`src/rtl/pipe_add_pkg.sv`:
```
// -----------------------------------------------------------------------------
// pipe_add_pkg
// Shared constants and helpers for the pipelined valid/ready adder.
//   MIN_STAGES  smallest legal number of register slots
//   MIN_WIDTH   smallest legal operand/result width
//   config_ok() true when a (width, stages) pair is legal; used for
//               elaboration-time checks.
// The per-slot record {v, d} depends on WIDTH. A package typedef cannot take
// a parameter, so the record type slot_t is declared inside pipe_slot, where
// WIDTH is known.
// -----------------------------------------------------------------------------
package pipe_add_pkg;

    localparam int MIN_STAGES = 1;
    localparam int MIN_WIDTH  = 1;

    // Legal configuration check shared by the top and the slot.
    function automatic logic config_ok(input int width, input int stages);
        return (width >= MIN_WIDTH) && (stages >= MIN_STAGES);
    endfunction

endpackage

```
`src/rtl/pipe_add_valid_ready_if.sv`:
```
// -----------------------------------------------------------------------------
// pipe_add_valid_ready_if
// Bundle of the adder's operand/result handshake signals.
//   a, b       operands, offered with in_valid, taken when in_ready
//   in_valid   upstream offers (a, b)
//   in_ready   adder accepts (a, b) this cycle
//   c          sum from the last slot, meaningful while out_valid
//   out_valid  c holds a result
//   out_ready  downstream accepts c this cycle
// Modports: master = the environment around the adder, slave = the adder.
// -----------------------------------------------------------------------------
interface pipe_add_valid_ready_if #(
    parameter int WIDTH = 32
);

    logic [WIDTH-1:0] a;
    logic [WIDTH-1:0] b;
    logic             in_valid;
    logic             in_ready;
    logic [WIDTH-1:0] c;
    logic             out_valid;
    logic             out_ready;

    modport master (
        output a, b, in_valid, out_ready,
        input  in_ready, c, out_valid
    );

    modport slave (
        input  a, b, in_valid, out_ready,
        output in_ready, c, out_valid
    );

endinterface

```
`src/rtl/pipe_slot.sv`:
```
// -----------------------------------------------------------------------------
// pipe_slot
// One valid/data register slot of the stallable pipeline.
//   clk, rst_n  clock, synchronous active-low reset
//   up_valid    upstream slot (or input port) holds an item
//   up_data     that item
//   dn_ready    downstream slot (or output port) will take our item
//   valid       this slot holds an item
//   data        the held item
//   rdy         this slot takes up_data at the next posedge
// Optional build macro PIPE_ADD_DATA_RESET_EN: also clears the data register
// on reset; otherwise only the occupancy flag is reset.
// -----------------------------------------------------------------------------
module pipe_slot
    import pipe_add_pkg::*;
#(
    parameter int WIDTH = 32
) (
    input  logic             clk,
    input  logic             rst_n,
    input  logic             up_valid,
    input  logic [WIDTH-1:0] up_data,
    input  logic             dn_ready,
    output logic             valid,
    output logic [WIDTH-1:0] data,
    output logic             rdy
);

    typedef struct packed {
        logic             v;
        logic [WIDTH-1:0] d;
    } slot_t;

    slot_t slot_r;
    logic  load_s;

    if (!config_ok(WIDTH, MIN_STAGES)) begin : g_bad_width
        $error("pipe_slot: WIDTH must be >= %0d", MIN_WIDTH);
    end

    // An empty slot always accepts, so bubbles collapse; a full one only
    // accepts when its item moves on in the same cycle.
    always_comb begin
        rdy    = !slot_r.v || dn_ready;
        load_s = rdy && up_valid;
    end

    // Slot state: occupancy follows the source whenever we can advance, data
    // is loaded only for a real item so bubbles do not toggle the register.
    always_ff @(posedge clk) begin
        if (!rst_n) begin
            slot_r.v <= 1'b0;
`ifdef PIPE_ADD_DATA_RESET_EN
            slot_r.d <= {WIDTH{1'b0}};
`else
            slot_r.d <= slot_r.d;
`endif
        end else begin
            if (rdy) begin
                slot_r.v <= up_valid;
            end else begin
                slot_r.v <= slot_r.v;
            end
            if (load_s) begin
                slot_r.d <= up_data;
            end else begin
                slot_r.d <= slot_r.d;
            end
        end
    end

    // Outputs come straight from the slot register.
    always_comb begin
        valid = slot_r.v;
        data  = slot_r.d;
    end

endmodule

```
`src/rtl/pipe_add_valid_ready.sv`:
```
// -----------------------------------------------------------------------------
// pipe_add_valid_ready
// Pipelined adder c = a + b mod 2^WIDTH with lossless valid/ready backpressure.
// NUM_STAGES independently stallable slots; latency NUM_STAGES, throughput 1.
//   clk    sole clock
//   rst_n  synchronous active-low reset; flushes all slots, in_ready = 0
//   bus    slave side of pipe_add_valid_ready_if (a, b, in_valid, in_ready,
//          c, out_valid, out_ready)
// Optional build macro PIPE_ADD_DATA_RESET_EN: data registers reset to zero,
// so c = 0 after reset. Default build resets only the valid flags.
// The ready chain runs combinationally from out_ready to in_ready through one
// AND/OR level per slot; this is intentional.
// -----------------------------------------------------------------------------
module pipe_add_valid_ready
    import pipe_add_pkg::*;
#(
    parameter int WIDTH      = 32,
    parameter int NUM_STAGES = 1
) (
    input  logic                 clk,
    input  logic                 rst_n,
    pipe_add_valid_ready_if.slave bus
);

    logic [WIDTH-1:0] sum_s;

    if (!config_ok(WIDTH, NUM_STAGES)) begin : g_bad_config
        $error("pipe_add_valid_ready: need WIDTH >= %0d and NUM_STAGES >= %0d",
               MIN_WIDTH, MIN_STAGES);
    end

    // Adder ahead of slot 0; the carry out is dropped by the truncation.
    always_comb begin
        sum_s = bus.a + bus.b;
    end

    for (genvar k = 0; k < NUM_STAGES; k++) begin : g_stage
        logic             up_valid_s;
        logic [WIDTH-1:0] up_data_s;
        logic             dn_ready_s;
        logic             valid_s;
        logic [WIDTH-1:0] data_s;
        logic             rdy_s;

        if (k == 0) begin : g_src_in
            assign up_valid_s = bus.in_valid;
            assign up_data_s  = sum_s;
        end else begin : g_src_prev
            assign up_valid_s = g_stage[k-1].valid_s;
            assign up_data_s  = g_stage[k-1].data_s;
        end

        if (k == NUM_STAGES - 1) begin : g_dn_out
            assign dn_ready_s = bus.out_ready;
        end else begin : g_dn_next
            assign dn_ready_s = g_stage[k+1].rdy_s;
        end

        pipe_slot #(
            .WIDTH (WIDTH)
        ) u_slot (
            .clk      (clk),
            .rst_n    (rst_n),
            .up_valid (up_valid_s),
            .up_data  (up_data_s),
            .dn_ready (dn_ready_s),
            .valid    (valid_s),
            .data     (data_s),
            .rdy      (rdy_s)
        );
    end

    // in_ready is forced low while reset is asserted so nothing is taken.
    assign bus.in_ready  = g_stage[0].rdy_s & rst_n;
    assign bus.out_valid = g_stage[NUM_STAGES-1].valid_s;
    assign bus.c         = g_stage[NUM_STAGES-1].data_s;

endmodule

```
`src/flat_wrapper.sv`:
```
// flat-port wrapper written by rule: the top's interface ports become plain ports
module pipe_add_valid_ready_flat import pipe_add_pkg::*;
#(
    parameter int WIDTH      = 32,
    parameter int NUM_STAGES = 1
)
  (clk, rst_n, bus_a, bus_b, bus_in_valid, bus_out_ready, bus_in_ready, bus_c, bus_out_valid);
  pipe_add_valid_ready_if #(.WIDTH(WIDTH)) bus_i ();
  input  logic clk;
  input  logic rst_n;
  input wire logic [$bits(bus_i.a)-1:0] bus_a;
  input wire logic [$bits(bus_i.b)-1:0] bus_b;
  input wire logic [$bits(bus_i.in_valid)-1:0] bus_in_valid;
  input wire logic [$bits(bus_i.out_ready)-1:0] bus_out_ready;
  output wire logic [$bits(bus_i.in_ready)-1:0] bus_in_ready;
  output wire logic [$bits(bus_i.c)-1:0] bus_c;
  output wire logic [$bits(bus_i.out_valid)-1:0] bus_out_valid;
  assign bus_i.a = bus_a;
  assign bus_i.b = bus_b;
  assign bus_i.in_valid = bus_in_valid;
  assign bus_i.out_ready = bus_out_ready;
  assign bus_in_ready = bus_i.in_ready;
  assign bus_c = bus_i.c;
  assign bus_out_valid = bus_i.out_valid;
  pipe_add_valid_ready #(.WIDTH(WIDTH), .NUM_STAGES(NUM_STAGES)) u_core (.clk(clk), .rst_n(rst_n), .bus(bus_i));
endmodule
```
`config.mk`:
```
export PLATFORM = sky130hd
export DESIGN_NAME = pipe_add_valid_ready_flat
export DESIGN_NICKNAME = d
export VERILOG_FILES = /design/src/rtl/pipe_add_pkg.sv /design/src/rtl/pipe_add_valid_ready_if.sv /design/src/rtl/pipe_slot.sv /design/src/rtl/pipe_add_valid_ready.sv /design/src/flat_wrapper.sv
export SDC_FILE = /design/constraint.sdc
export NUM_CORES = 1
export LEC_CHECK = 0
export ABC_AREA = 1
export CAP_MARGIN = 10
export CORE_MARGIN = 2
export CORE_UTILIZATION = 30
export CTS_CLUSTER_DIAMETER = 50
export DETAILED_ROUTE_END_ITERATION = 12
export SLEW_MARGIN = 15
export SYNTH_ARGS = -nofsm -noshare
export SYNTH_HDL_FRONTEND = slang
export SYNTH_HIERARCHICAL = 1
export SYNTH_SLANG_ARGS = --single-unit
export TNS_END_PERCENT = 30
```
`constraint.sdc`:
```
create_clock -name clk -period 2 [get_ports clk]
set_input_delay 0.5 -clock clk [delete_from_list [all_inputs] [get_ports clk]]
set_output_delay 0.5 -clock clk [all_outputs]
set_load 0.02 [all_outputs]
```
==> results.yml <==
floorplan:
  fp.coreArea_mm2: 0.0109
  die_w_um: 110
  row_count: 38
  start_util_pct: 31.1
  dieArea_mm2: 0.0122
  ios: 102
  die_h_um: 110
sta:
  fmax_ghz: 0.516
  finalHoldViolCount: 0
  clock_skew_ns: 0.00501
  slew_headroom_pct: 83.3
  min_period_ns: 1.94
  setup_viol: 0
  slew_viol_final: 0
  fin_ws_ns: 0.0622
  fin_crit_sh_pct: 96.9
  worst_slew_pin_slew_ns: 0.250
  whs_ns: 0.527
  fin_setup_tns_ns: 0
setup_path:
  r2r_slack_ns: 0.92
  cp-start-kind: "input pin"
  rr_worst_depth: 2
  rr_startpoint: "u_core/g_stage[0].u_slot/valid$_SDFFE_PN0P_"
  end_kind: "register"
  criticalPathCategory: "in -> reg"
  regToRegEndpoint: "u_core/g_stage[0].u_slot/data[23]$_DFFE_PP_"
  crit_fanout: 4
  required_ns: 2.04
  crit_arrival_ns: 1.97
min_path:
  hold_end: "u_core/g_stage[0].u_slot/valid$_SDFFE_PN0P_"
  whs_path_depth: 2
  hold_start: "u_core/g_stage[0].u_slot/valid$_SDFFE_PN0P_"
  holdCritPathClass: "reg -> reg"
power_and_ir_drop:
  switching_share_pct: 34.0
  vdd_ir_drop_max_v: 0.000373
  seqPwrFrac_pct: 29.0
  power.share.combinational_pct: 46.5
  p_sw_uw: 1010
  power.leakage_uw: 0.00323
  internal_power_uw: 1970
  p_per_area_mw_per_mm2: 511
  p_clk_share_pct: 24.5
synthesis:
  syn_inst: 535
  postSynthAreaPerCell_um2: 6.36
  synth_xor_area_share_pct: 4.12
  synth_seq_area_share_pct: 28.8
  synthDistinctLibCells: 22
  synth_mux_area_share_pct: 0
  synth-compound-area-share_pct: 3.97
  syn_area_mm2: 0.00340
  yosys_warnings: 6
  synth_top_family_by_area: "simple AND/OR/NAND/NOR gates"
  synth_nets: 635
  synth_simple_gate_area_share_pct: 38.5
  synth_seq_cells: 33
  synthAdderAreaFrac_pct: 12.0
cells_and_area:
  final_cells: 839
  final_cell_mix: "188 x nand2_1, 106 x inv_1, 53 x buf_4"
  fillers: 1047
  antennaDiodeCount: 0
  multiInputGateArea_mm2: 0.00259
  layout-drive-gt1-share_pct: 27.6
  regArea_um2: 981
  area_growth_pct: 71.5
  nets: 798
  final_common_cell: "nand2_1"
global_route:
  grt_pass1_vias: 3706
  antenna_found_initial: 0
  grt_overflow: 0
  grt_use_total_pct: 17.4
  grt_max_degree: 33
  grt_pass1_wl_um: 17500
clock_tree:
  clk_pin_slew_ns: 0.06
  cts_root_buffer: "clkbuf_16"
  numCtsBuffers: 5
  clk_path_buf_depth: 2
  cts-htree-levels: 2
  tritoncts: "yes"
  cts.sinks: 33
  insertion_delay_ns: 0.28
place:
  gp_congestion: 0.939
  pre_cts_ws_ns: -0.554
  io_buffers: 101
  dp.cells: 829
  hpwl_um: 8740
drt:
  wirelength_um: 11000
  routed_via_density: 4.40
  vias: 3691
  remaining_drc_errors: 0
  first_pass_iters: 4
  drtIter0Drc: 119
  avgRoutedWirePerCell_um: 13.1
  final_antenna_net_count: 0
run:
  cap_violations: 0
status:
  status: "finished clean"
[Yosys cell counts (all sizes together)]
library cell,number,area (um^2)
a21o,1,7.51
a21oi,21,113
dfxtp,1,20.0
edfxtp,32,961
fa,1,20.0
ha,31,388
inv,114,428
nand2,239,932
nand3,28,160
nand4,3,18.8
nor2,40,155
nor3,5,35.0
o21bai,2,15.0
or2,1,8.76
xnor2,2,17.5
xor2,14,123
[routing by layer]
layer	vias up	wire, um	track usage (%)
met5	-	0	0
met4	0	158	4.17
met3	12	525	2.63
met2	93	5390	30.6
met1	1632	4900	22.2
li1	1954	-	-
[sequential cells by signal, indices dropped and copies added (netlist names)]
signal and count:
u_core/g_stage.u_slot/valid 1, u_core/g_stage.u_slot/data 32
[stage by stage]
stage	total power [uW]	utilization, %	instance area (um^2)
detailed placement	2060	45.8	5010
floorplan	1500	-	3400
CTS	2910	50.2	5490
global placement	2050	45.8	5010
global route	3170	53.4	5830
finish	2980	53.4	5830
[worst max-delay path, stage by stage]
cell and delay (ns):
clkdlybuf4s50_1 0.41, ha_1 0.35, nand2_1 0.15, a21oi_1 0.06, nor2_1 0.12, nand2_1 0.09
a21oi_2 0.12, nand2_1 0.07, nand2_1 0.05, nand2_1 0.04
[what timing repair did]
item                       CTS  global route
gates cloned                 0             0
pin swaps                    7            32
setup endpoints to repair   25            21
resized for setup           68           106
hold buffers                 0             0
buffers inserted             0             2
[power by group through the flow]
| stage | Clock, uW | Combinational [uW] | Sequential [uW] |
|---|---|---|---|
| finish | 731 | 1380 | 864 |
| global route | 785 | 1520 | 868 |
| CTS | 753 | 1290 | 865 |
| detailed placement | 0 | 1180 | 878 |
| global placement | 0 | 1170 | 879 |
| floorplan | 0 | 561 | 940 |
[how the worst max path moves through the flow]
stage	start	endpoint	slack, ns	depth (start not counted)
2_1_floorplan	bus_a[0]	u_core/g_stage[0].u_slot/data[28]$_DFFE_PP_	0.02	12
3_3_place_gp	bus_a[0]	u_core/g_stage[0].u_slot/data[28]$_DFFE_PP_	-0.48	13
3_5_place_dp	bus_a[0]	u_core/g_stage[0].u_slot/data[28]$_DFFE_PP_	-0.55	13
4_1_cts	bus_a[9]	u_core/g_stage[0].u_slot/data[29]$_DFFE_PP_	-0.02	12
5_1_grt	bus_a[28]	u_core/g_stage[0].u_slot/data[29]$_DFFE_PP_	-0.02	9
6_report	bus_a[29]	u_core/g_stage[0].u_slot/data[30]$_DFFE_PP_	0.06	10
[cells by family after synthesis]
| logic type | count (synthesis) |
|---|---|
| AO/OA/AOI/OAI | 24 |
| XOR/XNOR | 16 |
| adder cells (fa/ha/maj) | 32 |
| buffers and inverters | 114 |
| flip-flops | 33 |
| AND/OR/NAND/NOR | 316 |
[final cells by class]
class	instances	share of cell area, %
multi-input combinational	388	44.4
timing repair buffer	156	26.1
sequential	33	16.8
inverter	114	7.33
tap	140	3.00
clock buffer	6	2.21
clock inverter	2	0.172
Power figures use the tool's default switching activity.
==> RTL edit 1: new RTL, config.mk and constraints unchanged <==
`WIDTH` is set to 32 in 4 places; all go to 16.
--- a/src/rtl/pipe_add_valid_ready_if.sv
+++ b/src/rtl/pipe_add_valid_ready_if.sv
@@ -12,3 +12,3 @@
 interface pipe_add_valid_ready_if #(
-    parameter int WIDTH = 32
+    parameter int WIDTH = 16
 );
--- a/src/rtl/pipe_slot.sv
+++ b/src/rtl/pipe_slot.sv
@@ -16,3 +16,3 @@
 #(
-    parameter int WIDTH = 32
+    parameter int WIDTH = 16
 ) (
--- a/src/rtl/pipe_add_valid_ready.sv
+++ b/src/rtl/pipe_add_valid_ready.sv
@@ -16,3 +16,3 @@
 #(
-    parameter int WIDTH      = 32,
+    parameter int WIDTH      = 16,
     parameter int NUM_STAGES = 1
--- a/src/flat_wrapper.sv
+++ b/src/flat_wrapper.sv
@@ -3,3 +3,3 @@
 #(
-    parameter int WIDTH      = 32,
+    parameter int WIDTH      = 16,
     parameter int NUM_STAGES = 1
Interface: changed (resized bus_a, bus_b and bus_c); port bits go from 102 to 54. No check against the original RTL was run, so the function may have changed too.
==> RTL edit 1 against the unedited design <==
  * Cell area is 58% lower
  * Final cell count is 59% lower
  * Sequential share of layout area is 3.8 points higher
  * Setup slack worse by 0.0082 ns
  * Power is 59% lower
  * Synthesized area is 57% lower
  * Sequential power is 49% lower
  * Synthesized cell count is 62% lower
  * Via count is 62% lower
  * Critical path depth is 4 lower
  * Sequential cell count is 16 lower
  * Wire length is 70% lower
==> RTL edit 1: results (changes against the unedited design) <==
Worst setup endpoint = bus_in_ready
Worst path max stage delay = 0.45 ns (+0.04 ns)
post-synth top area share = 32.7% (+4.5 points)
pin count of the biggest net entering global routing = 17 (-48%)
critical path fanouts, max = 2 (-2)
R2R Setup Slk = 1.01 ns (+0.09 ns)
VDD IR max = 0.202 mV (-46%)
TritonCTS Buffers = 3 (-2)
post-layout min period = 1.95 ns (+0.00822 ns)
worst slack at placement = -0.354 ns (+0.200 ns)
outcome = completed
PortBufs = 53 (-48%)
initial DRC count = 62 (-48%)
Post-DP HPWL = 2750 um (-69%)
fillers = 453 (-57%)
EDFF count, synth = 16 (-50%)
Area contributors post-synth = edfxtp_1 (33%), nand2_1 (20%), ha_1 (13%)
slew margin rel. = 84.9% (+1.6 points)
max reg flops = 16 (-50%)
Setup Skew = 0.00191 ns (-0.00310 ns)
Worst path top cell family by delay = buffers and inverters
nets@finish = 332 (-58%)
GP Congestion = 0.840 (-10%)
syn nets = 253 (-60%)
sequential share of the synthesized area = 34.1% (+5.3 points)
clock root cell = clkbuf_8
ys flop type = edfxtp_1
leakage power = 1.18 nW (-63%)
drt via density = 4.08 (-7.2%)
average wire per standard cell = 9.44 um (-28%)
Post-Synth Adder-Cell Area = 14.2% (+2.2 points)
Synth cell types = 19 (-14%)
first-pass GRT wire length = 5300 um (-70%)
layout cells sized above 1 = 19.7% (-7.9 points)
Crit. Startpoint = bus_out_ready
synth cell count leaders = nand2_1 (77), inv_1 (36), edfxtp_1 (16), ha_1 (15)
total track usage = 12.4% (-5.0 points)
placed cell area = 0.00224 mm^2 (-55%)
RTL edit 1: cell count changes after synthesis, moves of 13 or more:
cell      change
a21oi_1      -13
edfxtp_1     -16
ha_1         -16
inv_1        -75
nand2_1     -148
nand3_1      -14
nor2_1       -28
RTL edit 1: metrics by stage:
stage | std cells | hold WS [ns] | TNS [ns]
finish | 346 | 0.507 | 0
global route | 346 | 0.558 | 0
CTS | 345 | 0.513 | -0.00574
detailed placement | 341 | 0.504 | -3.01
global placement | 341 | 0.503 | -2.91
floorplan | 201 | 0.576 | 0
RTL edit 1: how the worst min path moves through the flow:
stage / end / slack (ns) / depth (start not counted)
after floorplan: u_core/g_stage[0].u_slot/valid$_SDFFE_PN0P_ / 0.58 / 2
after global placement: u_core/g_stage[0].u_slot/valid$_SDFFE_PN0P_ / 0.50 / 2
after detailed placement: u_core/g_stage[0].u_slot/valid$_SDFFE_PN0P_ / 0.50 / 2
after CTS: u_core/g_stage[0].u_slot/valid$_SDFFE_PN0P_ / 0.51 / 2
after global routing: u_core/g_stage[0].u_slot/valid$_SDFFE_PN0P_ / 0.56 / 2
final: u_core/g_stage[0].u_slot/valid$_SDFFE_PN0P_ / 0.51 / 2
RTL edit 1: tightest hold or removal path, cell delays in order, from the launching register on:
cell and delay (ns):
dfxtp_1 0.34, nand3_1 0.08, nand2_1 0.04
RTL edit 1: final cells by class:
cell class	instances	area [um^2]	area share, %
Sequential cell	17	500	20.7
Clock buffer	4	45.0	1.86
Inverter	38	143	5.89
Tap cell	67	83.8	3.46
Timing Repair Buffer	74	707	29.2
Multi-Input combinational cell	146	945	39.0
RTL edit 1: per-layer routing:
| metal | up-vias | wire length, um | GRT usage [%] |
|---|---|---|---|
| met5 | - | 0 | 0 |
| met4 | 0 | 68 | 5.86 |
| met1 | 598 | 1600 | 16.7 |
| li1 | 779 | - | - |
| met3 | 6 | 108 | 1.36 |
| met2 | 29 | 1490 | 19.8 |
RTL edit 1: what timing repair did:
item / CTS / global route
endpoints found under the setup margin: 6 / 7
buffers inserted: 0 / 1
pin swaps: 0 / 1
resized for setup: 3 / 18
RTL edit 1: power by group:
group          switching, W  leakage [nW]  total [W]  internal [W]
combinational      0.000257          1.00   0.000533      0.000276
sequential       0.00000717         0.158   0.000439      0.000432
clock              0.000102        0.0228   0.000243      0.000141
RTL edit 1: kinds of logic (layout without fill, tap and decap cells):
group	after synthesis	count (layout)
AO/OA/AOI/OAI	8	8
AND/OR/NAND/NOR	114	114
flip-flops	17	17
adder cells (fa/ha/maj)	16	16
buffers and inverters	38	116
XOR/XNOR	8	8
==> RTL edit 2: new RTL, same flow settings <==
Made on the original files. Add a define of `PIPE_ADD_DATA_RESET_EN`.
--- a/src/rtl/pipe_slot.sv
+++ b/src/rtl/pipe_slot.sv
@@ -13,2 +13,4 @@
 // -----------------------------------------------------------------------------
+`define PIPE_ADD_DATA_RESET_EN
+
 module pipe_slot
Behaviour: not the same (a bounded check fails within 4 cycles, from zero or initial values and one cycle with rst_n low).
==> RTL edit 2 against the unedited design <==
  * Critical path depth is 3 higher
  * Combinational power is 28% higher
  * Utilization is 2.3 points lower
  * Hold slack worse by 0.056 ns
  * Power is 9.9% higher
  * Largest cell class unchanged
  * Via count is 22% higher
  * Wire length is 11% higher
  * Count of clock-buffer cells in the layout is 1 higher
  * Cell area is 10% higher
  * Die area is 13% higher
  * Synthesized area is 14% higher
  * Sequential power is 12% lower
  * Setup slack worse by 0.022 ns
  * Sequential cell count stayed put
  * Highest routed layer unchanged
==> RTL edit 2: results (changes against the unedited design) <==
switch share = 38.0% (+4.0 points)
drt via density = 4.35 (-1.1%)
TritonCTS Buffers = 5 (unchanged)
VDD IR max = 0.331 mV (-11%)
CP arrival = 2.13 ns (+0.16 ns)
clk_lat worst skew = 0.27 ns
antenna fix cells = 0 (unchanged)
DR WL met2 = 5860 um (+8.7%)
placed cell count = 1,013 (+22%)
routed wl met3 = 379 um (-28%)
clock root cell = clkbuf_16
yosys warns = 6 (unchanged)
sequential share of the synthesized area = 17.0% (-12 points)
asr flop ratio synth = 0% (unchanged)
leakage power = 3.49 nW (+7.9%)
GP Congestion = 0.868 (-7.6%)
worst hold path class = reg2reg
total track usage = 16.7% (-0.69 points)
Reg clk slew, reported paths = 0.05 ns
layout cells sized above 1 = 31.2% (+3.6 points)
syn_area_per_cell = 5.46 um^2 (-14%)
PortBufs = 101 (unchanged)
overall routed net length = 12,200 um (+11%)
worst slack at placement = -0.574 ns (-0.0199 ns)
clock tree buffer depth = 2 (unchanged)
Setup Skew = 0.00399 ns (-0.00102 ns)
first-pass GRT wire length = 19,400 um (+11%)
Post-DP HPWL = 9010 um (+3.1%)
critical path fanouts, max = 4 (unchanged)
critical-path cell with the highest stage delay = ha_4
fillers = 1,295 (+24%)
Area contributors post-synth = nand2_1 (25%), dfxtp_1 (17%), inv_1 (14%)
ys flop type = dfxtp_1
final std cells w/o fill = 1,034 (+23%)
pin count of the biggest net entering global routing = 66 (+100%)
Top Layer Used = met4
Metal-1 WL = 5830 um (+19%)
initial antenna violation count = 0 (unchanged)
initial DRC count = 194 (+63%)
vias in the first global route = 4,150 (+12%)
DRT Pass-1 Iters = 4 (unchanged)
Synth cell types = 26 (+18%)
max reg flops = 32 (unchanged)
Worst path max stage delay = 0.31 ns (-0.10 ns)
outcome = completed
synth cell count leaders = nand2_1 (255), inv_1 (144), nor2_1 (70), nand3_1 (55), a21oi_1 (51)
nets@finish = 962 (+21%)
syn nets = 811 (+28%)
Worst Max-Slew Pin Slew = 0.598 ns (+0.348 ns)
CTS HTree Levels = 2 (unchanged)
RTL edit 2: cell types whose count changed in the layout (fill, tap and decap cells not counted), sizes merged, moves of 2 or more:
cell	unedited run	this run
inv	114	147
dfxtp	1	33
dlymetal6s2s	41	9
edfxtp	32	0
nor2	40	72
a21oi	21	52
nand3	28	59
nand2	239	269
dlygate4sd2	9	25
clkdlybuf4s15	1	14
clkbuf	8	20
clkdlybuf4s50	48	37
buf	55	64
clkinv	2	0
RTL edit 2: final timing paths:
path	slack, ns	end	cells past startpoint	start
worst max register to register	0.68	u_core/g_stage[0].u_slot/data[12]$_SDFFE_PN0P_	5	u_core/g_stage[0].u_slot/valid$_SDFFE_PN0P_
worst min-delay path	0.47	u_core/g_stage[0].u_slot/data[25]$_SDFFE_PN0P_	2	u_core/g_stage[0].u_slot/data[25]$_SDFFE_PN0P_
worst max-delay path	0.04	u_core/g_stage[0].u_slot/data[24]$_SDFFE_PN0P_	13	bus_b[18]
worst min register to register	0.47	u_core/g_stage[0].u_slot/data[25]$_SDFFE_PN0P_	2	u_core/g_stage[0].u_slot/data[25]$_SDFFE_PN0P_
RTL edit 2: what timing repair did:
action,4_1_cts,5_1_grt
buffers inserted,6,8
pin swaps,38,88
gates resized for setup,127,177
setup endpoints to repair,29,24
RTL edit 2: cell families after synthesis:
logic type	share of synthesized area, %
buffers and inverters	17.5
and+or+nand+nor	43.8
AOI/OAI and AO/OA	7.58
xor gates and xnor gates	3.61
adders and majority gates	10.5
DFF	17.0
RTL edit 2: cell type report:
class	instances	area, um^2	area share, %
clock buffer	7	143	2.21
inverter	147	552	8.56
multi-input combinational	513	3450	53.5
sequential	33	661	10.3
tap	172	215	3.34
timing repair buffer	162	1430	22.2
RTL edit 2: stage by stage:
step / area [um^2] / total power, W
floorplan: 3900 / 0.00162
global placement: 5360 / 0.00220
detailed placement: 5360 / 0.00220
CTS: 5970 / 0.00310
global route: 6440 / 0.00352
finish: 6440 / 0.00327
RTL edit 2: critical path: cells and delay by family:
family                   cells  cell delay [ns]
adder cells (fa/ha/maj)      1             0.31
buffers and inverters        4             0.55
AND/OR/NAND/NOR              8             0.77
RTL edit 2: power groups by stage:
stage / logic, W / clock network [W] / registers, W
finish: 0.00177 / 0.000740 / 0.000761
floorplan: 0.000770 / 0 / 0.000850
global placement: 0.00142 / 0 / 0.000775
CTS: 0.00157 / 0.000762 / 0.000763
global route: 0.00196 / 0.000791 / 0.000769
detailed placement: 0.00143 / 0 / 0.000776
RTL edit 2: per-layer routing:
layer	vias to the layer above	GRT usage, %
met4	0	3.16
met1	1981	23.4
met3	6	1.65
li1	2441	-
met2	73	27.8
met5	-	0
